**src/rtl/mem_access.sv**
```systemverilog
// mem_access: MEM-stage responder that runs the EX memory request on a req/gnt/rvalid bus,
// formats load data and forwards the write-back triple, stalling while an access is open.
module mem_access #(
  parameter int unsigned TIMEOUT = 256
) (
  input  logic        clk,
  input  logic        rst_n,
  input  logic [4:0]  EX_rd,
  input  logic [31:0] EX_x_rd,
  input  logic        EX_x_rd_vld,
  input  logic [31:0] EX_MEMaddr,
  input  logic [3:0]  EX_MEMrden,
  input  logic        EX_MEMrden_SEXT,
  input  logic [3:0]  EX_MEMwren,
  input  logic [31:0] EX_MEMwrdata,
  output logic        dbus_req,
  output logic        dbus_we,
  output logic [31:0] dbus_addr,
  output logic [3:0]  dbus_be,
  output logic [31:0] dbus_wdata,
  input  logic        dbus_gnt,
  input  logic        dbus_rvalid,
  input  logic [31:0] dbus_rdata,
  output logic        MEM_stall,
  output logic [4:0]  MEM_rd,
  output logic [31:0] MEM_x_rd,
  output logic        MEM_x_rd_vld,
  output logic        MEM_err
);
  typedef enum logic [1:0] {IDLE, REQ, WAIT_R} state_t;
  state_t state, state_nx;
  logic        a_sext, a_vld;
  logic [4:0]  a_rd;
  logic [31:0] cnt;
  logic        memreq, legal, busy, done, tmo;
  logic [7:0]  ld_b;
  logic [15:0] ld_h;
  logic [31:0] ld_data;
  logic        unused_addr;

  function automatic logic mask_ok(input logic [3:0] m);
    return m inside {4'b0000, 4'b0001, 4'b0010, 4'b0100, 4'b1000, 4'b0011, 4'b1100, 4'b1111};
  endfunction

  assign unused_addr = ^EX_MEMaddr[1:0];
  assign memreq = (EX_MEMrden != 4'b0) || (EX_MEMwren != 4'b0);
  assign legal  = !((EX_MEMrden != 4'b0) && (EX_MEMwren != 4'b0)) && mask_ok(EX_MEMrden) && mask_ok(EX_MEMwren);
  assign busy   = state != IDLE;
  assign done   = (state == REQ && dbus_gnt && (dbus_we || dbus_rvalid)) || (state == WAIT_R && dbus_rvalid);
  assign tmo    = (TIMEOUT != 0) && busy && !done && (cnt == TIMEOUT - 1);

  // For loads the byte enables are the captured read mask
  assign ld_b    = dbus_be[0] ? dbus_rdata[7:0] : dbus_be[1] ? dbus_rdata[15:8] :
                   dbus_be[2] ? dbus_rdata[23:16] : dbus_rdata[31:24];
  assign ld_h    = dbus_be[0] ? dbus_rdata[15:0] : dbus_rdata[31:16];
  assign ld_data = (&dbus_be) ? dbus_rdata :
                   (dbus_be == 4'b0011 || dbus_be == 4'b1100) ? {{16{a_sext & ld_h[15]}}, ld_h} :
                   {{24{a_sext & ld_b[7]}}, ld_b};

  always_ff @(posedge clk or negedge rst_n)
    if (!rst_n) state <= IDLE;
    else        state <= state_nx;

  always_comb
    state_nx = (state == IDLE) ? ((memreq && legal) ? REQ : IDLE) :
               (done || tmo) ? IDLE :
               (state == REQ && dbus_gnt) ? WAIT_R : state;

  always_comb begin
    dbus_req  = (state == REQ) && !tmo;
    MEM_stall = rst_n && (((state == IDLE) && memreq && legal) || (busy && !done && !tmo));
  end

  always_ff @(posedge clk or negedge rst_n)
    if (!rst_n) begin
      dbus_we      <= 1'b0;
      dbus_addr    <= '0;
      dbus_be      <= '0;
      dbus_wdata   <= '0;
      a_sext       <= 1'b0;
      a_vld        <= 1'b0;
      a_rd         <= '0;
      cnt          <= '0;
      MEM_rd       <= '0;
      MEM_x_rd     <= '0;
      MEM_x_rd_vld <= 1'b0;
      MEM_err      <= 1'b0;
    end else begin
      cnt          <= busy ? cnt + 32'd1 : 32'd0;
      MEM_x_rd_vld <= 1'b0;
      MEM_err      <= 1'b0;
      if (!busy && !memreq) begin
        MEM_rd       <= EX_rd;
        MEM_x_rd     <= EX_x_rd;
        MEM_x_rd_vld <= EX_x_rd_vld;
      end else if (!busy && legal) begin
        dbus_we    <= EX_MEMwren != 4'b0;
        dbus_addr  <= {EX_MEMaddr[31:2], 2'b00};
        dbus_be    <= (EX_MEMwren != 4'b0) ? EX_MEMwren : EX_MEMrden;
        dbus_wdata <= EX_MEMwrdata;
        a_sext     <= EX_MEMrden_SEXT;
        a_vld      <= EX_x_rd_vld;
        a_rd       <= EX_rd;
      end else if (!busy || tmo) begin
        MEM_err <= 1'b1;
      end else if (done && !dbus_we) begin
        MEM_rd       <= a_rd;
        MEM_x_rd     <= ld_data;
        MEM_x_rd_vld <= a_vld;
      end
    end
endmodule
```
**config.mk**
```make
export PLATFORM = sky130hd
export DESIGN_NAME = mem_access
export DESIGN_NICKNAME = d
export VERILOG_FILES = /design/src/rtl/mem_access.sv
export SDC_FILE = /design/constraint.sdc
export NUM_CORES = 1
export LEC_CHECK = 0
export CORE_MARGIN = 3
export CORE_UTILIZATION = 49
export DETAILED_ROUTE_END_ITERATION = 12
export PLACE_DENSITY = 0.95
export SYNTH_ARGS = -nofsm -noshare
export SYNTH_HDL_FRONTEND = slang
export SYNTH_SLANG_ARGS = --single-unit
```
**constraint.sdc**
```tcl
create_clock -name clk -period 4 [get_ports clk]
set_input_delay 0.8 -clock clk [delete_from_list [all_inputs] [get_ports clk]]
set_output_delay 0.8 -clock clk [all_outputs]
set_load 0.02 [all_outputs]
```
==> results.toml <==
[synth]
ys_ff_latch = 147
synth.distinct_cells = 60
synth_top_area_frac = 0.5241
netlist_area_um2 = 7019
postSynthAreaPerCell_um2 = 10.78
seq_area_frac_synth = 0.5241
synth_area_leader_cell = "dfrtp_1"
synth_area_leaders = "dfrtp_1 52%, mux2_2 9.9%, a211oi_1 3.4%"
yosysWarnings = 0
synth_edf_count = 0
synthArstFlopShare = 1.000
synthFlopType = "dfrtp_1"
synth_cells = 651

[cts]
cts_setup_buffers = 0
clk_latency_ns = 0.42
cts-resized-gates = 0
ctsHoldBuffers = 0
clk_pin_slew_worst_paths_ns = 0.05
clockBufferDepth = 2
numClockSinks = 147
cts-root-buf = "clkbuf_16"
numCtsBuffers = 17
cts_tree = "done"
htree_levels = 4

[drt]
avgRoutedWirePerCell_um = 19.86
drc = 0
routed_wl_um = 21530
ant_nets = 0
via_count = 6270
viasPerCell = 5.784
dr.first_iter.drc_count = 460
dr.pass1.iters = 5

[floorplan]
rows = 43
io_pins = 257
die_x_um = 125.7
core_area_um2 = 13930
die_area_um2 = 15800
die_h_um = 125.7
initial_utilization = 0.5037

[place]
dpl.hpwl_um = 15340
gp_congestion = 0.8431
placed_cells = 1054
place_area_um2 = 9691
port_buffers = 252

[pwr]
power.density_nw_per_um2 = 567.6
power_mw = 5.807
leakage_nw = 4.158
ir_drop_mv = 0.3730

[grt]
grt_util_all_layers = 0.2748
antenna_found_initial = 0
grt_pass1_vias = 6332
overflow = 0
grt_pass1_wl_um = 34210
grt_max_degree = 75

[sta]
whs_ns = 0.3003
setup_viol = 0
clock_skew_ns = 0.01147
rsz0062_at_grt = "false"
fin_crit_ns = 3.722
max_freq_mhz = 268.7
hold_viol = 0
post-route-period-util = 0.9305
worst_pin_slew_ns = 1.010
drv_slew = 0
final.setup.tns_ns = 0
slew-limit-headroom = 0.3265

[cells_and_area]
drive_gt1_frac = 0.1294
antennaDiodeCount = 0
stdcell_count = 1084
stdcell_area_um2 = 10230
area_delta_synth_final_pct = 45.76
layout.nets = 1041

[worst_setup_path]
worst_setup_path_start_kind = "primary input"
crit_start = "EX_MEMwren[3]"
crit_path_end_kind = "output pin"
arrival_ns = 2.92
path_max_fanout = 5
critPathKind = "in -> out"
regToRegStartpoint = "dbus_be[1]$_DFFE_PN0P_"
cp.required_ns = 3.20

[hold_path]
hp-class = "in -> async"

[flow_run]
drv_cap = 0

[outcome]
outcome = "finished, final reports clean"
==> synthesized netlist by cell type (all sizes together) (8+ instances only) <==
master / instances
a211oi: 32
a21oi: 23
a22oi: 8
a2bb2oi: 9
buf: 17
clkbuf: 25
dfrtp: 147
inv: 12
mux2: 69
mux2i: 12
nand2: 48
nand2b: 8
nand3: 13
nand4: 13
nor2: 54
nor3: 27
nor4: 11
o21ai: 30
o31ai: 9
or4: 11
xor2: 8
==> layout make-up <==
class                      instances  area [um2]
clock buffer                      17       425.4
fill                             931        3704
clock inverter                    13       115.1
inverter                          13       48.80
sequential                       147        3679
multi-input combinational        450        3124
timing repair buffer             264        2614
tap                              180       225.2
==> final timing paths <==
path                            cells past startpoint  slack [ns]                    endpoint
max in group asynchronous                           3        1.97    MEM_x_rd[13]$_DFFE_PN0P_
worst max register to register                      5        1.33    MEM_x_rd[30]$_DFFE_PN0P_
min in group clk                                    1        0.49  dbus_wdata[22]$_DFFE_PN0P_
worst min-delay path                                1        0.30           MEM_err$_DFF_PN0_
worst max-delay path                                6        0.28                   MEM_stall
worst min register to register                      1        0.49  dbus_wdata[22]$_DFFE_PN0P_
==> sequential cells by signal, summed over array words and instances (netlist names) <==
register,flops
MEM_err,1
MEM_rd,5
MEM_x_rd,32
MEM_x_rd_vld,1
a_rd,5
a_sext,1
a_vld,1
cnt,32
dbus_addr,30
dbus_be,4
dbus_wdata,32
dbus_we,1
state,2
==> stage by stage <==
stage,utilization,setup WS [ns]
6_report,0.7342,0.2779
5_1_grt,0.7342,0.1729
4_1_cts,0.7342,0.2576
3_5_place_dp,0.6954,0.2560
3_3_place_gp,0.6954,0.3005
2_1_floorplan,-,0.8116
==> cells in the final DEF (no fill, tap or decap), types with 17 or more instances in the layout <==
cell and n:
nor3_1 26, o21ai_0 30, a211oi_1 32, mux2_2 62, clkbuf_16 17, a21oi_1 22, nor2_1 54, dfrtp_1 147
clkdlybuf4s50_1 251, nand2_1 48
==> worst max-delay path, stage by stage <==
cell,delay [ns]
clkdlybuf4s50_1,0.52
or2_2,0.35
a31oi_1,0.33
nand3_4,0.12
a21boi_0,0.17
clkdlybuf4s50_1,0.63
==> cell families (layout without fill, tap and decap cells) <==
logic type	Yosys count	count (layout)	synth area share
flip-flops	147	147	0.5241
AO/OA/AOI/OAI	134	134	0.1303
adder cells (fa/ha/maj)	1	1	0.001782
multiplexers	81	81	0.1278
AND/OR/NAND/NOR	217	217	0.1620
buffers and inverters	55	307	0.03476
XOR/XNOR	15	15	0.01872
other	1	2	0.0005342
==> layer usage <==
layer / global-route usage / vias to the layer above / share of wire
met5: 0 / - / 0
met1: 0.3426 / 3083 / 0.39
met3: 0.06064 / 51 / 0.074
li1: - / 2864 / -
met2: 0.4657 / 272 / 0.51
met4: 0.1122 / 0 / 0.030
==> where the power goes <==
group          internal [mW]  switching [mW]  total (mW)
combinational           1.12            1.03        2.15
sequential              1.88           0.297        2.18
clock                  0.847           0.631        1.48
Note: power is estimated with default switching activity, not from simulation.
